==> src/rtl/fifo_reader_if.sv <==
// fifo_reader_if: FIFO output-side handshake (valid/yumi) between a FIFO
// and its reader.
//   valid_i : FIFO output word is valid       (FIFO -> reader)
//   data_i  : FIFO output word                 (FIFO -> reader)
//   yumi    : reader pops the current word    (reader -> FIFO)
// master = FIFO side, slave = reader side.
interface fifo_reader_if #(
    parameter int WIDTH = 8
);
    logic             valid_i;
    logic [WIDTH-1:0] data_i;
    logic             yumi;

    modport master (
        output valid_i,
        output data_i,
        input  yumi
    );

    modport slave (
        input  valid_i,
        input  data_i,
        output yumi
    );
endinterface

==> src/rtl/fifo_reader.sv <==
// fifo_reader: drains a FIFO through the valid/yumi handshake, checks every
// popped word against an incrementing expected sequence, inserts optional
// idle cycles after each pop, and reports word/mismatch counts plus the
// first mismatch seen in the run.
//
// Ports:
//   clk, reset      : clock, synchronous active-high reset
//   start           : one-cycle pulse, starts a run when idle
//   count_i         : words to consume (latched on start)
//   throttle_i      : idle cycles after each pop (latched on start)
//   seed_i          : first expected word (latched on start)
//   fifo            : valid_i/data_i in, yumi out (slave modport)
//   busy            : run in progress (POP or WAIT)
//   done            : one-cycle pulse at end of run
//   mismatch        : one-cycle pulse the cycle after a bad pop
//   rd_cnt, err_cnt : words popped / mismatching words this run
//   first_err_idx   : 0-based index of the first mismatching word
//   first_err_data  : data of the first mismatching word
//
// state  | meaning
// -------+-------------------------------------------------
// IDLE   | waiting for start
// POP    | yumi follows valid_i; each pop is checked
// WAIT   | throttle gap after a pop, yumi held low
// DONE   | one-cycle done pulse, then back to IDLE
module fifo_reader #(
    parameter int WIDTH  = 8,
    parameter int STRIDE = 1
) (
    input  logic             clk,
    input  logic             reset,
    input  logic             start,
    input  logic [15:0]      count_i,
    input  logic [3:0]       throttle_i,
    input  logic [WIDTH-1:0] seed_i,
    fifo_reader_if.slave     fifo,
    output logic             busy,
    output logic             done,
    output logic             mismatch,
    output logic [15:0]      rd_cnt,
    output logic [15:0]      err_cnt,
    output logic [15:0]      first_err_idx,
    output logic [WIDTH-1:0] first_err_data
);

    localparam logic [1:0] S_IDLE = 2'd0;
    localparam logic [1:0] S_POP  = 2'd1;
    localparam logic [1:0] S_WAIT = 2'd2;
    localparam logic [1:0] S_DONE = 2'd3;

    localparam logic [WIDTH-1:0] STEP = WIDTH'(STRIDE);

    logic [1:0]       state;
    logic [1:0]       state_next;
    logic [15:0]      count_r;
    logic [3:0]       throttle_r;
    logic [3:0]       wait_cnt;
    logic [WIDTH-1:0] expected;

    logic             pop;
    logic             bad;
    logic             last;
    logic [15:0]      rd_cnt_inc;

    // yumi must never reach the FIFO during reset, even mid-run
    assign fifo.yumi  = (state == S_POP) && fifo.valid_i && !reset;
    assign pop        = fifo.yumi;
    assign bad        = (fifo.data_i != expected);
    assign rd_cnt_inc = rd_cnt + 16'd1;
    assign last       = (rd_cnt_inc == count_r);

    always_comb begin
        state_next = state;
        case (state)
            S_IDLE: begin
                if (start) begin
                    state_next = (count_i != 16'd0) ? S_POP : S_DONE;
                end
            end
            S_POP: begin
                if (pop) begin
                    if (last) begin
                        state_next = S_DONE;
                    end else if (throttle_r != 4'd0) begin
                        state_next = S_WAIT;
                    end else begin
                        state_next = S_POP;
                    end
                end
            end
            S_WAIT: begin
                // counter loaded with throttle: leaving on 1 gives exactly
                // throttle cycles in WAIT
                if (wait_cnt == 4'd1) begin
                    state_next = S_POP;
                end
            end
            S_DONE: begin
                state_next = S_IDLE;
            end
            default: begin
                state_next = S_IDLE;
            end
        endcase
    end

    always_ff @(posedge clk) begin
        if (reset) begin
            state          <= S_IDLE;
            count_r        <= '0;
            throttle_r     <= '0;
            wait_cnt       <= '0;
            expected       <= '0;
            busy           <= 1'b0;
            done           <= 1'b0;
            mismatch       <= 1'b0;
            rd_cnt         <= '0;
            err_cnt        <= '0;
            first_err_idx  <= '0;
            first_err_data <= '0;
        end else begin
            state    <= state_next;
            busy     <= (state_next == S_POP) || (state_next == S_WAIT);
            done     <= (state_next == S_DONE);
            mismatch <= pop && bad;

            case (state)
                S_IDLE: begin
                    if (start) begin
                        count_r        <= count_i;
                        throttle_r     <= throttle_i;
                        expected       <= seed_i;
                        rd_cnt         <= '0;
                        err_cnt        <= '0;
                        first_err_idx  <= '0;
                        first_err_data <= '0;
                    end
                end
                S_POP: begin
                    if (pop) begin
                        rd_cnt   <= rd_cnt_inc;
                        expected <= expected + STEP;
                        if (bad) begin
                            if (err_cnt != 16'hFFFF) begin
                                err_cnt <= err_cnt + 16'd1;
                            end
                            if (err_cnt == 16'd0) begin
                                first_err_idx  <= rd_cnt;
                                first_err_data <= fifo.data_i;
                            end
                        end
                        if (!last && (throttle_r != 4'd0)) begin
                            wait_cnt <= throttle_r;
                        end
                    end
                end
                S_WAIT: begin
                    wait_cnt <= wait_cnt - 4'd1;
                end
                default: begin
                end
            endcase
        end
    end

endmodule

==> src/flat_wrapper.sv <==
// flat-port wrapper written by rule: the top's interface ports become plain ports
module fifo_reader_flat 
#(
    parameter int WIDTH  = 8,
    parameter int STRIDE = 1
)
  (clk, reset, start, count_i, throttle_i, seed_i, busy, done, mismatch, rd_cnt, err_cnt, first_err_idx, first_err_data, fifo_valid_i, fifo_data_i, fifo_yumi);
  fifo_reader_if #(.WIDTH(WIDTH)) fifo_i ();
  input  logic clk;
  input  logic reset;
  input  logic start;
  input  logic [15:0] count_i;
  input  logic [3:0] throttle_i;
  input  logic [WIDTH-1:0] seed_i;
  output logic busy;
  output logic done;
  output logic mismatch;
  output logic [15:0] rd_cnt;
  output logic [15:0] err_cnt;
  output logic [15:0] first_err_idx;
  output logic [WIDTH-1:0] first_err_data;
  input wire logic [$bits(fifo_i.valid_i)-1:0] fifo_valid_i;
  input wire logic [$bits(fifo_i.data_i)-1:0] fifo_data_i;
  output wire logic [$bits(fifo_i.yumi)-1:0] fifo_yumi;
  assign fifo_i.valid_i = fifo_valid_i;
  assign fifo_i.data_i = fifo_data_i;
  assign fifo_yumi = fifo_i.yumi;
  fifo_reader #(.WIDTH(WIDTH), .STRIDE(STRIDE)) u_core (.clk(clk), .reset(reset), .start(start), .count_i(count_i), .throttle_i(throttle_i), .seed_i(seed_i), .fifo(fifo_i), .busy(busy), .done(done), .mismatch(mismatch), .rd_cnt(rd_cnt), .err_cnt(err_cnt), .first_err_idx(first_err_idx), .first_err_data(first_err_data));
endmodule
==> config.mk <==
export PLATFORM = sky130hd
export DESIGN_NAME = fifo_reader_flat
export DESIGN_NICKNAME = d
export VERILOG_FILES = /design/src/rtl/fifo_reader_if.sv /design/src/rtl/fifo_reader.sv /design/src/flat_wrapper.sv
export SDC_FILE = /design/constraint.sdc
export NUM_CORES = 1
export LEC_CHECK = 0
export BUFFER_PORTS_ARGS = -buffer_cell sky130_fd_sc_hd__buf_2
export CAP_MARGIN = 10
export CORE_AREA = 2 2 118 120
export CTS_CLUSTER_DIAMETER = 200
export CTS_CLUSTER_SIZE = 8
export DETAILED_ROUTE_END_ITERATION = 7
export DIE_AREA = 0 0 120 122
export GPL_TIMING_DRIVEN = 0
export PLACE_DENSITY = 0.51
export REMOVE_ABC_BUFFERS = 1
export SLEW_MARGIN = 20
export SYNTH_ARGS = -nofsm -noshare
export SYNTH_HDL_FRONTEND = slang
export SYNTH_SLANG_ARGS = --single-unit
==> constraint.sdc <==
create_clock -name clk -period 3.6 [get_ports clk]
set_input_delay 0.72 -clock clk [delete_from_list [all_inputs] [get_ports clk]]
set_output_delay 0.72 -clock clk [all_outputs]
set_load 0.05 [all_outputs]
After elaboration in Yosys (flattened, before gate mapping)
Index checks and enable logic that the tools add are counted.
- register bits after elaboration: 93
- output and inout port bits: 60
- logic and storage cells: 79
- add/sub/neg operators: 4
- equality and inequality tests: 16
- mux-type cells: 29
- reduce and logical (&&, ||, !) cells: 18
- operators with widths (operator ; count):
    $mux W16 ; 8
    $pmux W16 S2 ; 3
    $mux W8 ; 6
    $add A16 B1 Y16 const B ; 2
    $pmux W8 S2 ; 2
    $eq A16 B16 Y1 ; 1
    $logic_not A16 Y1 ; 1
    $ne A16 B16 Y1 const B ; 1
    $reduce_bool A16 Y1 ; 1
    $mux W2 ; 6
    $reduce_and A5 Y1 ; 2
    $add A8 B1 Y8 const B ; 1
    $eq A2 B2 Y1 const B ; 4
    $mux W4 ; 2
    $ne A2 B2 Y1 const B ; 4
    $ne A8 B8 Y1 ; 1
    $pmux W2 S4 ; 1
    $pmux W4 S2 ; 1
    $reduce_and A3 Y1 ; 2
    $eq A2 B1 Y1 const B ; 2
    $eq A4 B1 Y1 const B ; 1
    $logic_and A1 B1 Y1 ; 4
    $ne A2 B1 Y1 const B ; 2
    $reduce_bool A2 Y1 ; 2
    other kinds (6) ; 7

Depth between registers and ports, before layout
Gate-level depths: netlist of the first run.
- depth after elaboration: 7
- depth in mapped cells: 12
- depth with buffers taken out: 11

Worst setup path after synthesis of the first run
Ideal clock, no wire load.
- path kind: register to register
- start point: register u_core.rd_cnt[0]
- end point: register u_core.busy
- setup time: 127 ps
- data arrival time: 3016 ps
- required time: 3473 ps
- path slack: 457 ps
- cell stages (with the launch flop): 12
- path through: dfxtp_1 -> ha_1 -> nand3_1 -> or3_1 -> a211oi_2 -> o22ai_1 -> nor4_2 -> nand4_2 -> a21o_1 -> nand3_1 -> ha_1 -> nor2b_1
- cells in the longest elaborated chain, start to end: 7
- elaborated cells between the ends (all ways): 8
- classes of those cells: 1 x add/sub; 3 x eq/ne; 3 x mux; 1 x reduce/logical
- RTL lines (element ; line ; RTL):
    start: declaration ; fifo_reader.sv:40 ; output logic [15:0] rd_cnt,
    start signal: assignment ; fifo_reader.sv:141 ; rd_cnt <= rd_cnt_inc;
    $add A16 B1 Y16 * ; fifo_reader.sv:69 ; assign rd_cnt_inc = rd_cnt + 16'd1;
    $eq A16 B16 Y1 * ; fifo_reader.sv:70 ; assign last = (rd_cnt_inc == count_r);
    $mux W2 * ; fifo_reader.sv:82 ; if (last) begin
    $mux W2 * ; fifo_reader.sv:81 ; if (pop) begin
    $pmux W2 S4 * ; fifo_reader.sv:74 ; case (state)
    $eq A2 B1 Y1 or $eq A2 B2 Y1 (tied branches) ; fifo_reader.sv:123 ; busy <= (state_next == S_POP) || (state_next == S_WAIT);
    $logic_or A1 B1 Y1 * ; fifo_reader.sv:123 ;
    end signal: assignment ; fifo_reader.sv:123 ;
    end: declaration ; fifo_reader.sv:37 ; output logic busy,
Mark *: on every way between the ends. The rest lies on a longest branch, timed or not.
A chain may end at the register's enable or synchronous reset.

Final worst setup path of the first run
- start point: input reset
- end point: output fifo_yumi
- cells in the longest elaborated chain, start to end: 2
- RTL lines (element ; line ; RTL):
    start: declaration ; flat_wrapper.sv:10 ; input logic reset;
    $logic_not A1 Y1 ; fifo_reader.sv:66 ; assign fifo.yumi = (state == S_POP) && fifo.valid_i && !reset;
    $logic_and A1 B1 Y1 ; fifo_reader.sv:66 ;
    end: declaration ; flat_wrapper.sv:24 ; output wire logic [$bits(fifo_i.yumi)-1:0] fifo_yumi;
No other way between the ends.

==> metrics, run 1 <==
Hold WS=0.448 ns; pin count of the biggest net entering global routing=65; hold_sp=u_core.first_err_idx[11]; Setup TNS Final=0 ns; Mapped Cells=580; final non-filler cell area=5500 sq um; critical-path cell list=buf_6 -> nor2b_1 -> nand2_2 -> clkinvlp_4 -> buf_2; clk_skew=0.00629 ns; initial core utilization=33.7%; CP required=2.88 ns; first-pass GRT wire length=20000 um; share of synthesized registers carrying an async set or reset=0%; pwr/cell area=428 nW/um^2; most frequent cells in the layout=buf_2 (98), nand2_1 (97), dfxtp_1 (93); CP Max Fanout=64; final hold violation count=0; critical path arrival=2.55 ns; critical path type=input pin to output port; Port Buf Inserts=99; Primary FF master, synth=dfxtp_1; post-detail-place hpwl=8730 um; Post-Syn Area=4550 sq um; Via Count=4294; DRC=0; max frequency=306 MHz; min Tclk post-route=3.27 ns; number of detailed-route iterations in the first pass=4; Filler cells=1414; pins over their slew limit=0; CP top delay family=buffers and inverters; critical path's largest stage delay=0.48 ns; Synth Area in XOR/XNOR=9.05%; die height=122 um; Clock Sinks=93; Hold Path End=u_core.first_err_idx[11]; CP Capture Type=output port; Seq/Total Area, Yosys=40.9%; Worst-Skew Late Latency=0.35 ns; Yosys cell types=48; leak pwr=2.14 nW; HP Class=flip-flop to flip-flop; Worst VDD drop=201 uV; fin nets=704; total congestion overflow=0; YS warnings=0; Max-slew headroom=25.5%; crit path buf inv count=3; status=finished, final reports clean; vias in the first global route=3943; Layout area overhead=20.9%; Inserted Clock Buffers=9; Simple-Gate Fraction of Synth Area=28.3%; RR Startpoint=u_core.rd_cnt[0]; WHS Path Cells=2; complex-gate fraction of the synthesized area=15.2%; Critical Path Stages=5; RR Endpoint=u_core.busy; CP startpoint kind=input pin; Post-DP Area=5190 sq um; Yosys reg bits=93; IO Count=100; period utilisation layout=90.9%; routability cong.=0.839; Detailed Route WL=12300 um; H-tree depth=3; CTS tree=yes; area share of the largest cell type after synthesis=40.9%; FF-to-FF path depth=11; max_cap viols=0; Post-DRT Antenna Nets=0; Vias/cell=5.10; mux share of post-synthesis cell area=0.880%; main combinational cell family by area after synthesis=simple AND/OR/NAND/NOR gates; die width=120 um; Post-synth EDFFs=0; slowest CP cell=clkinvlp_4; Clock transition at path regs=0.06 ns; Die Footprint=14600 sq um; row count=43; share of cells above drive strength 1=19.3%; WL/cell=14.6 um; Ant. Diodes=0; worst slew pin tran=1.11 ns; clock buffer depth=2; DRT iter0 DRCs=213; Total Routing Usage GR=17.2%; most common cell after layout, fill and taps aside=buf_2; Syn Area/Cell=7.84 sq um; core area=13500 sq um; Post-Synth Adder-Cell Area=1.93%; reg-to-reg setup timing slack=0.38 ns; RSZ-0062 raised after global routing=false; antenna violations before repair=0; Root Driver=clkbuf_16; top cells by area, synth=dfxtp_1 (41%), nand2_1 (8.1%), a21oi_1 (6.2%); cell taking the most area after synthesis=dfxtp_1; final setup fails=0
==> Yosys cell counts, drive strengths merged, types with 2 or more instances <==
| library cell | n |
|---|---|
| mux2i | 4 |
| dfxtp | 93 |
| a22oi | 2 |
| or4 | 2 |
| xor2 | 16 |
| or3 | 6 |
| buf | 7 |
| a211oi | 6 |
| nor4b | 2 |
| nand2 | 98 |
| nor2b | 6 |
| o31ai | 7 |
| clkbuf | 27 |
| a21o | 2 |
| nor4 | 9 |
| inv | 10 |
| a31oi | 2 |
| xnor2 | 31 |
| o21ai | 27 |
| a21oi | 56 |
| and2 | 7 |
| nor2 | 46 |
| nand2b | 2 |
| and4 | 3 |
| o22ai | 4 |
| nor3 | 12 |
| a211o | 2 |
| nand3b | 3 |
| nand3 | 45 |
| ha | 7 |
| nand4 | 16 |
| and3 | 7 |
| o41ai | 3 |
==> logic make-up after synthesis <==
group	after synthesis
buf+inv	44
flops	93
fa+ha+maj	7
simple gates	267
compound gates	118
mux	4
xor+xnor	47
==> sequential cells by signal, summed over array words and instances (netlist names) <==
signal and count:
u_core.first_err_idx 16, u_core.busy 1, u_core.wait_cnt 4, u_core.mismatch 1
u_core.done 1, u_core.count_r 16, u_core.first_err_data 8, u_core.expected 8
u_core.throttle_r 4, u_core.state 2, u_core.rd_cnt 16, u_core.err_cnt 16
==> routing by layer <==
metal	part of all wire (%)	routed length (um)	global-route usage, %
met5	0	0	0
met4	1.7	206	6.91
met3	5.1	625	3.79
met2	45	5510	27.2
met1	48	5950	23.0
==> stage by stage <==
stage               power (mW)  worst slack [ns]  util (%)  cells
floorplan                 1.31            -0.562         -    546
global placement          1.42             -2.30      38.1    825
detailed placement        1.43            -0.590      38.4    826
CTS                       2.39             0.108      40.6    842
global route              2.46            0.0964      40.7    842
finish                    2.35             0.327      40.7    842
==> worst reg2reg max path, cell delays in order (launching register included) <==
cell and delay [ns]:
dfxtp_1 0.55, ha_1 0.32, nand3_1 0.23, or3_1 0.46, a211oi_2 0.17, o22ai_1 0.11
nor4_2 0.28, nand4_2 0.27, nand3_1 0.21, and2_1 0.15, ha_1 0.22, nor2b_1 0.12
==> layout make-up <==
cell class | count | area, sq um | area share (%)
Timing Repair Buffer | 100 | 529 | 9.62
Inverter | 10 | 41.3 | 0.751
Tap cell | 180 | 225 | 4.10
Multi-Input combinational cell | 443 | 2550 | 46.4
Sequential cell | 93 | 1860 | 33.9
Clock inverter | 7 | 66.3 | 1.21
Clock buffer | 9 | 225 | 4.10
==> worst max path at each step <==
stage,from,endpoint,slack [ns]
after floorplan,u_core.state[0],u_core.busy,-0.56
after global placement,u_core.state[0],fifo_yumi,-2.30
after detailed placement,reset,u_core.err_cnt[13],-0.59
after CTS,reset,u_core.err_cnt[13],0.11
after global routing,u_core.state[0],fifo_yumi,0.1
final,reset,fifo_yumi,0.33
==> power breakdown <==
part	total, mW	switching, mW	internal, mW
sequential	1.10	0.0375	1.06
combinational	0.307	0.201	0.106
clock	0.942	0.408	0.534
==> repair_timing <==
action,in CTS,in global routing
hold buffers,0,0
endpoints found under the setup margin,12,11
resized for setup,3,2
pin swaps,0,0
buffers inserted,0,0
Power figures use the tool's default switching activity.
==> run 2: changes to the inputs <==
--- a/config.mk
+++ b/config.mk
@@ -5,15 +5,16 @@
 export SDC_FILE = /design/constraint.sdc
 export NUM_CORES = 1
 export LEC_CHECK = 0
+export ABC_AREA = 1
 export BUFFER_PORTS_ARGS = -buffer_cell sky130_fd_sc_hd__buf_2
 export CAP_MARGIN = 10
-export CORE_AREA = 2 2 118 120
+export CORE_AREA = 3 3 121 123
 export CTS_CLUSTER_DIAMETER = 200
 export CTS_CLUSTER_SIZE = 8
 export DETAILED_ROUTE_END_ITERATION = 7
-export DIE_AREA = 0 0 120 122
+export DIE_AREA = 0 0 124 126
 export GPL_TIMING_DRIVEN = 0
-export PLACE_DENSITY = 0.51
+export PLACE_DENSITY = 0.52
 export REMOVE_ABC_BUFFERS = 1
 export SLEW_MARGIN = 20
 export SYNTH_ARGS = -nofsm -noshare
==> run 2 against run 1 <==
  * Clock power rose by 7%
  * Global-route usage up 0.75 points
  * Highest routed layer is now met5
  * Via count is 12% higher
  * Fmax is 2.6% lower
  * Core utilization grew 1.2 points
  * Cell count increased by 16%
  * Die area increased by 6.7%
==> metrics, run 2 <==
pwr/cell area=432 nW/um^2; H-tree depth=3; die height=126 um; status=finished, final reports clean; utilization after layout=41.9%; Synth Area in XOR/XNOR=3.11%; Yosys cell types=40; post-detail-place hpwl=9990 um; Yosys reg bits=93; M3 GR Usage=4.13%; routability cong.=0.850; Vias/cell=4.94; final instance count without filler cells=973; Mapped Cells=699; leak pwr=2.39 nW; critical path type=input pin to flip-flop; share of synthesized registers carrying an async set or reset=0%; Layout area overhead=20.7%; most frequent cells after synthesis=nand2_1 (172), dfxtp_1 (93), nor2_1 (78); CP required=3.82 ns; worst slew pin tran=0.855 ns; DRC=0; Worst VDD drop=245 uV; Post-DP Area=5390 sq um; Syn Area/Cell=6.84 sq um; YS warnings=0; Simple-Gate Fraction of Synth Area=34.2%; IO Count=100; Root Driver=clkbuf_16; HP Class=flip-flop to flip-flop; Inserted Clock Buffers=9; Setup TNS Final=0 ns; Clock transition at path regs=0.06 ns; max_cap viols=0; first-pass GRT wire length=22300 um; DRT iter0 DRCs=248; # hold bufs at CTS=0; total congestion overflow=0; final hold violation count=0; clk_skew=0.00729 ns; mux share of post-synthesis cell area=0%; count leader, synth=nand2_1; Worst-Skew Late Latency=0.34 ns; Seq/Total Area, Yosys=38.9%; most common cell after layout, fill and taps aside=nand2_1; global route hottest layer=met2; Clock Sinks=93; main combinational cell family by area after synthesis=simple AND/OR/NAND/NOR gates; Post-Syn Area=4780 sq um; antenna violations before repair=1; complex-gate fraction of the synthesized area=14.9%; critical path arrival=3.58 ns; initial core utilization=34.7%; vias in the first global route=4450; Port Buf Inserts=99; Die Footprint=15600 sq um; area share of the largest cell type after synthesis=38.9%; pin count of the biggest net entering global routing=43; Via Count=4811; final setup fails=0; final non-filler cell area=5770 sq um; WL/cell=14.2 um; top cells by area, synth=dfxtp_1 (39%), nand2_1 (13%), nand3_1 (7.1%); Placed Instances=951; fin nets=835; min Tclk post-route=3.36 ns; Post-synth EDFFs=0; share of cells above drive strength 1=18.4%; grt met2 use=28.8%; pre-CTS setup slack=-1.77 ns; setup slack after layout=0.239 ns; pins over their slew limit=0; max frequency=298 MHz; period utilisation layout=93.4%; clock buffer depth=2; number of detailed-route iterations in the first pass=4; Post-Synth Adder-Cell Area=1.83%; RSZ-0062 raised after global routing=true; cell taking the most area after synthesis=dfxtp_1; core area=13800 sq um; row count=43; CP Capture Type=flip-flop; CP Max Fanout=42; Max-slew headroom=42.9%; Hold WS=0.462 ns; Detailed Route WL=13900 um; CP startpoint kind=input pin; die width=124 um; CTS tree=yes; Total Routing Usage GR=18.0%; most frequent cells in the layout=nand2_1 (170), buf_2 (98), dfxtp_1 (93); Post-DRT Antenna Nets=0; Design Power=2.49 mW; met1 usage=24.0%; Primary FF master, synth=dfxtp_1
run 2: kinds of logic (layout without fill, tap and decap cells):
kind of cell | count (synthesis) | after routing
and+or+nand+nor | 371 | 373
AOI/OAI and AO/OA | 126 | 126
DFF | 93 | 93
buffers and inverters | 85 | 176
xor gates and xnor gates | 17 | 17
adders and majority gates | 7 | 7
other | 0 | 1
run 2: cell type report:
type | instances | area [sq um]
clock buffer | 10 | 239
tap | 180 | 225
antenna | 1 | 2.50
inverter | 58 | 224
fill | 1513 | 8000
timing repair buffer | 103 | 528
clock inverter | 5 | 75.1
multi-input combinational | 523 | 2620
sequential | 93 | 1860
run 2: worst paths after layout:
kind	startpoint	endpoint	slack, ns	cells after the start
max	reset	u_core.err_cnt[8]	0.24	11
min reg2reg	u_core.first_err_idx[9]	u_core.first_err_idx[9]	0.46	2
min	u_core.first_err_idx[9]	u_core.first_err_idx[9]	0.46	2
max reg2reg	u_core.state[0]	u_core.err_cnt[8]	0.44	11
run 2: worst max-delay path: stages:
cell     delay [ns]
buf_4          0.26
inv_4          0.38
nand3_4        0.23
inv_2          0.34
nor2_4         0.14
inv_2          0.28
nand2_1        0.18
a21oi_2        0.44
nand2_1        0.22
o21ai_0        0.26
a21oi_1        0.10
run 2: what timing repair did:
action,CTS,global route
cloned,1,1
setup buffers,0,4
gates resized for setup,6,2
endpoints found under the setup margin,43,22
pin swaps,1,1
run 2: power by group:
| part | switching [mW] | internal (mW) | leakage (nW) |
|---|---|---|---|
| combinational | 0.251 | 0.112 | 1.48 |
| sequential | 0.0380 | 1.07 | 0.757 |
| clock | 0.395 | 0.620 | 0.158 |
run 2: metal layers:
layer / vias to the layer above / part of all wire (%)
li1: 2525 / -
met5: - / 0.094
met2: 103 / 46
met3: 14 / 5.1
met1: 2167 / 48
met4: 2 / 1.3
==> run 3: changes to the inputs <==
--- a/config.mk
+++ b/config.mk
@@ -8,11 +8,11 @@
 export ABC_AREA = 1
 export BUFFER_PORTS_ARGS = -buffer_cell sky130_fd_sc_hd__buf_2
 export CAP_MARGIN = 10
-export CORE_AREA = 3 3 121 123
+export CORE_AREA = 2 2 120 122
 export CTS_CLUSTER_DIAMETER = 200
 export CTS_CLUSTER_SIZE = 8
 export DETAILED_ROUTE_END_ITERATION = 7
-export DIE_AREA = 0 0 124 126
+export DIE_AREA = 0 0 122 124
 export GPL_TIMING_DRIVEN = 0
 export PLACE_DENSITY = 0.52
 export REMOVE_ABC_BUFFERS = 1
@@ -20,3 +20,4 @@
 export SYNTH_ARGS = -nofsm -noshare
 export SYNTH_HDL_FRONTEND = slang
 export SYNTH_SLANG_ARGS = --single-unit
+export TNS_END_PERCENT = 50
==> run 3 against run 2 <==
  * Count of clock-buffer cells in the layout grew 2
  * Setup slack gained 0.11 ns
  * Die area shrank 3.2%
  * Fmax grew 3.4%
  * Critical endpoint is now u_core.first_err_idx[5]
  * Highest routed layer is now met4
==> metrics, run 3 (synthesis results as in run 2) <==
status=finished, final reports clean; Total Routing Usage GR=18.7%; period utilisation layout=90.3%; Vias/cell=5.00; most frequent cells in the layout=nand2_1 (170), buf_2 (98), dfxtp_1 (93); pre-CTS setup slack=-1.90 ns; Max-slew headroom=38.1%; utilization after layout=41.8%; # hold bufs at CTS=0; critical path type=input pin to flip-flop; clock buffer depth=2; Detailed Route WL=13900 um; DRC=0; IO Count=100; Die Footprint=15100 sq um; CP Capture Type=flip-flop; die height=124 um; Port Buf Inserts=99; number of detailed-route iterations in the first pass=6; max_cap viols=0; pins over their slew limit=0; RSZ-0062 raised after global routing=false; pin count of the biggest net entering global routing=43; Design Power=2.41 mW; CP Max Fanout=42; min Tclk post-route=3.25 ns; worst slew pin tran=0.928 ns; pwr/cell area=421 nW/um^2; Clock transition at path regs=0.06 ns; Hold WS=0.461 ns; WL/cell=14.4 um; core area=13700 sq um; row count=43; reg-to-reg setup timing slack=0.43 ns; final hold violation count=0; Clock Sinks=93; first-pass GRT wire length=22100 um; NetSw=680 uW; share of cells above drive strength 1=17.9%; initial core utilization=34.9%; Pint=1.73 mW; routability cong.=0.821; die width=122 um; Root Driver=clkbuf_16; Layout area overhead=19.9%; DRT iter0 DRCs=273; Post-DRT Antenna Nets=0; Worst VDD drop=169 uV; fin nets=833; leak pwr=2.36 nW; Via Count=4849; clk_skew=0.00625 ns; max frequency=308 MHz; CTS tree=yes; Clock power frac=38.8%; Gate power share=15.1%; switching part of the total power=28.2%; H-tree depth=3; Sequential Power Share=46.1%; final setup fails=0; Worst-Skew Late Latency=0.35 ns; CP startpoint kind=input pin; HP Class=flip-flop to flip-flop; post-detail-place hpwl=9850 um; antenna violations before repair=1; critical path arrival=3.53 ns; setup slack after layout=0.350 ns; vias in the first global route=4441; most common cell after layout, fill and taps aside=nand2_1; CP required=3.88 ns; total congestion overflow=0; Inserted Clock Buffers=9
## run 3: cell types whose count changed in the layout (fill, tap and decap cells not counted)
cell / delta
a21oi_4: +1
clkinv_2: -2
buf_4: -3
a21oi_2: -1
clkbuf_1: +2
buf_6: +1
bufinv_16: -1
## run 3: power groups by stage
stage                     logic, mW  registers [mW]  clock network, mW
final                         0.366            1.11              0.937
after global routing          0.410            1.12               1.00
after CTS                     0.361            1.11              0.963
after detailed placement      0.351            1.13                  0
after global placement        0.346            1.13                  0
after floorplan               0.204            1.16                  0
## run 3: worst paths after layout
check,start,depth (start not counted),endpoint
min reg2reg,u_core.first_err_idx[7],2,u_core.first_err_idx[7]
min,u_core.first_err_idx[7],2,u_core.first_err_idx[7]
max reg2reg,u_core.state[1],12,u_core.first_err_idx[5]
max,reset,12,u_core.first_err_idx[5]
## run 3: cell type report
| class | instances | area [sq um] |
|---|---|---|
| clock buffers | 12 | 246 |
| well taps | 180 | 225 |
| diodes | 1 | 2.50 |
| fillers | 1465 | 7980 |
| repair buffers | 101 | 517 |
| clock inverters | 2 | 35.0 |
| multi-input cells | 523 | 2620 |
| flip-flops and latches | 93 | 1860 |
| inverters | 58 | 224 |
## run 3: what timing repair did
action	4_1_cts	5_1_grt
endpoints found under the hold margin	0	0
gates resized for setup	6	4
setup endpoints to repair	53	23
cloned	1	1
buffers inserted	0	2
pin swaps	1	1
## run 3: critical path, cell delays in order
cell     delay, ns
buf_6         0.20
inv_4         0.36
nand3_4       0.24
inv_2         0.33
nor2_4        0.14
inv_2         0.29
nand2_1       0.22
inv_1         0.16
nand2_4       0.20
inv_2         0.34
nand3_1       0.12
a21oi_1       0.14
## run 3: metal layers
layer	global-route usage, %	up-vias	share of wire [%]	wire (um)
met5	0	-	0	0
met1	24.7	2209	48	6660
met2	29.7	115	45	6270
met4	6.39	0	1.3	180
met3	4.72	15	5.9	829
li1	-	2510	-	-
## run 3: stage by stage
step	cell area, sq um	setup TNS (ns)	std cells
finish	5740	0	970
global route	5730	0	969
CTS	5690	0	966
detailed placement	5390	-65.54	951
global placement	5390	-63.50	951
floorplan	4670	0	672
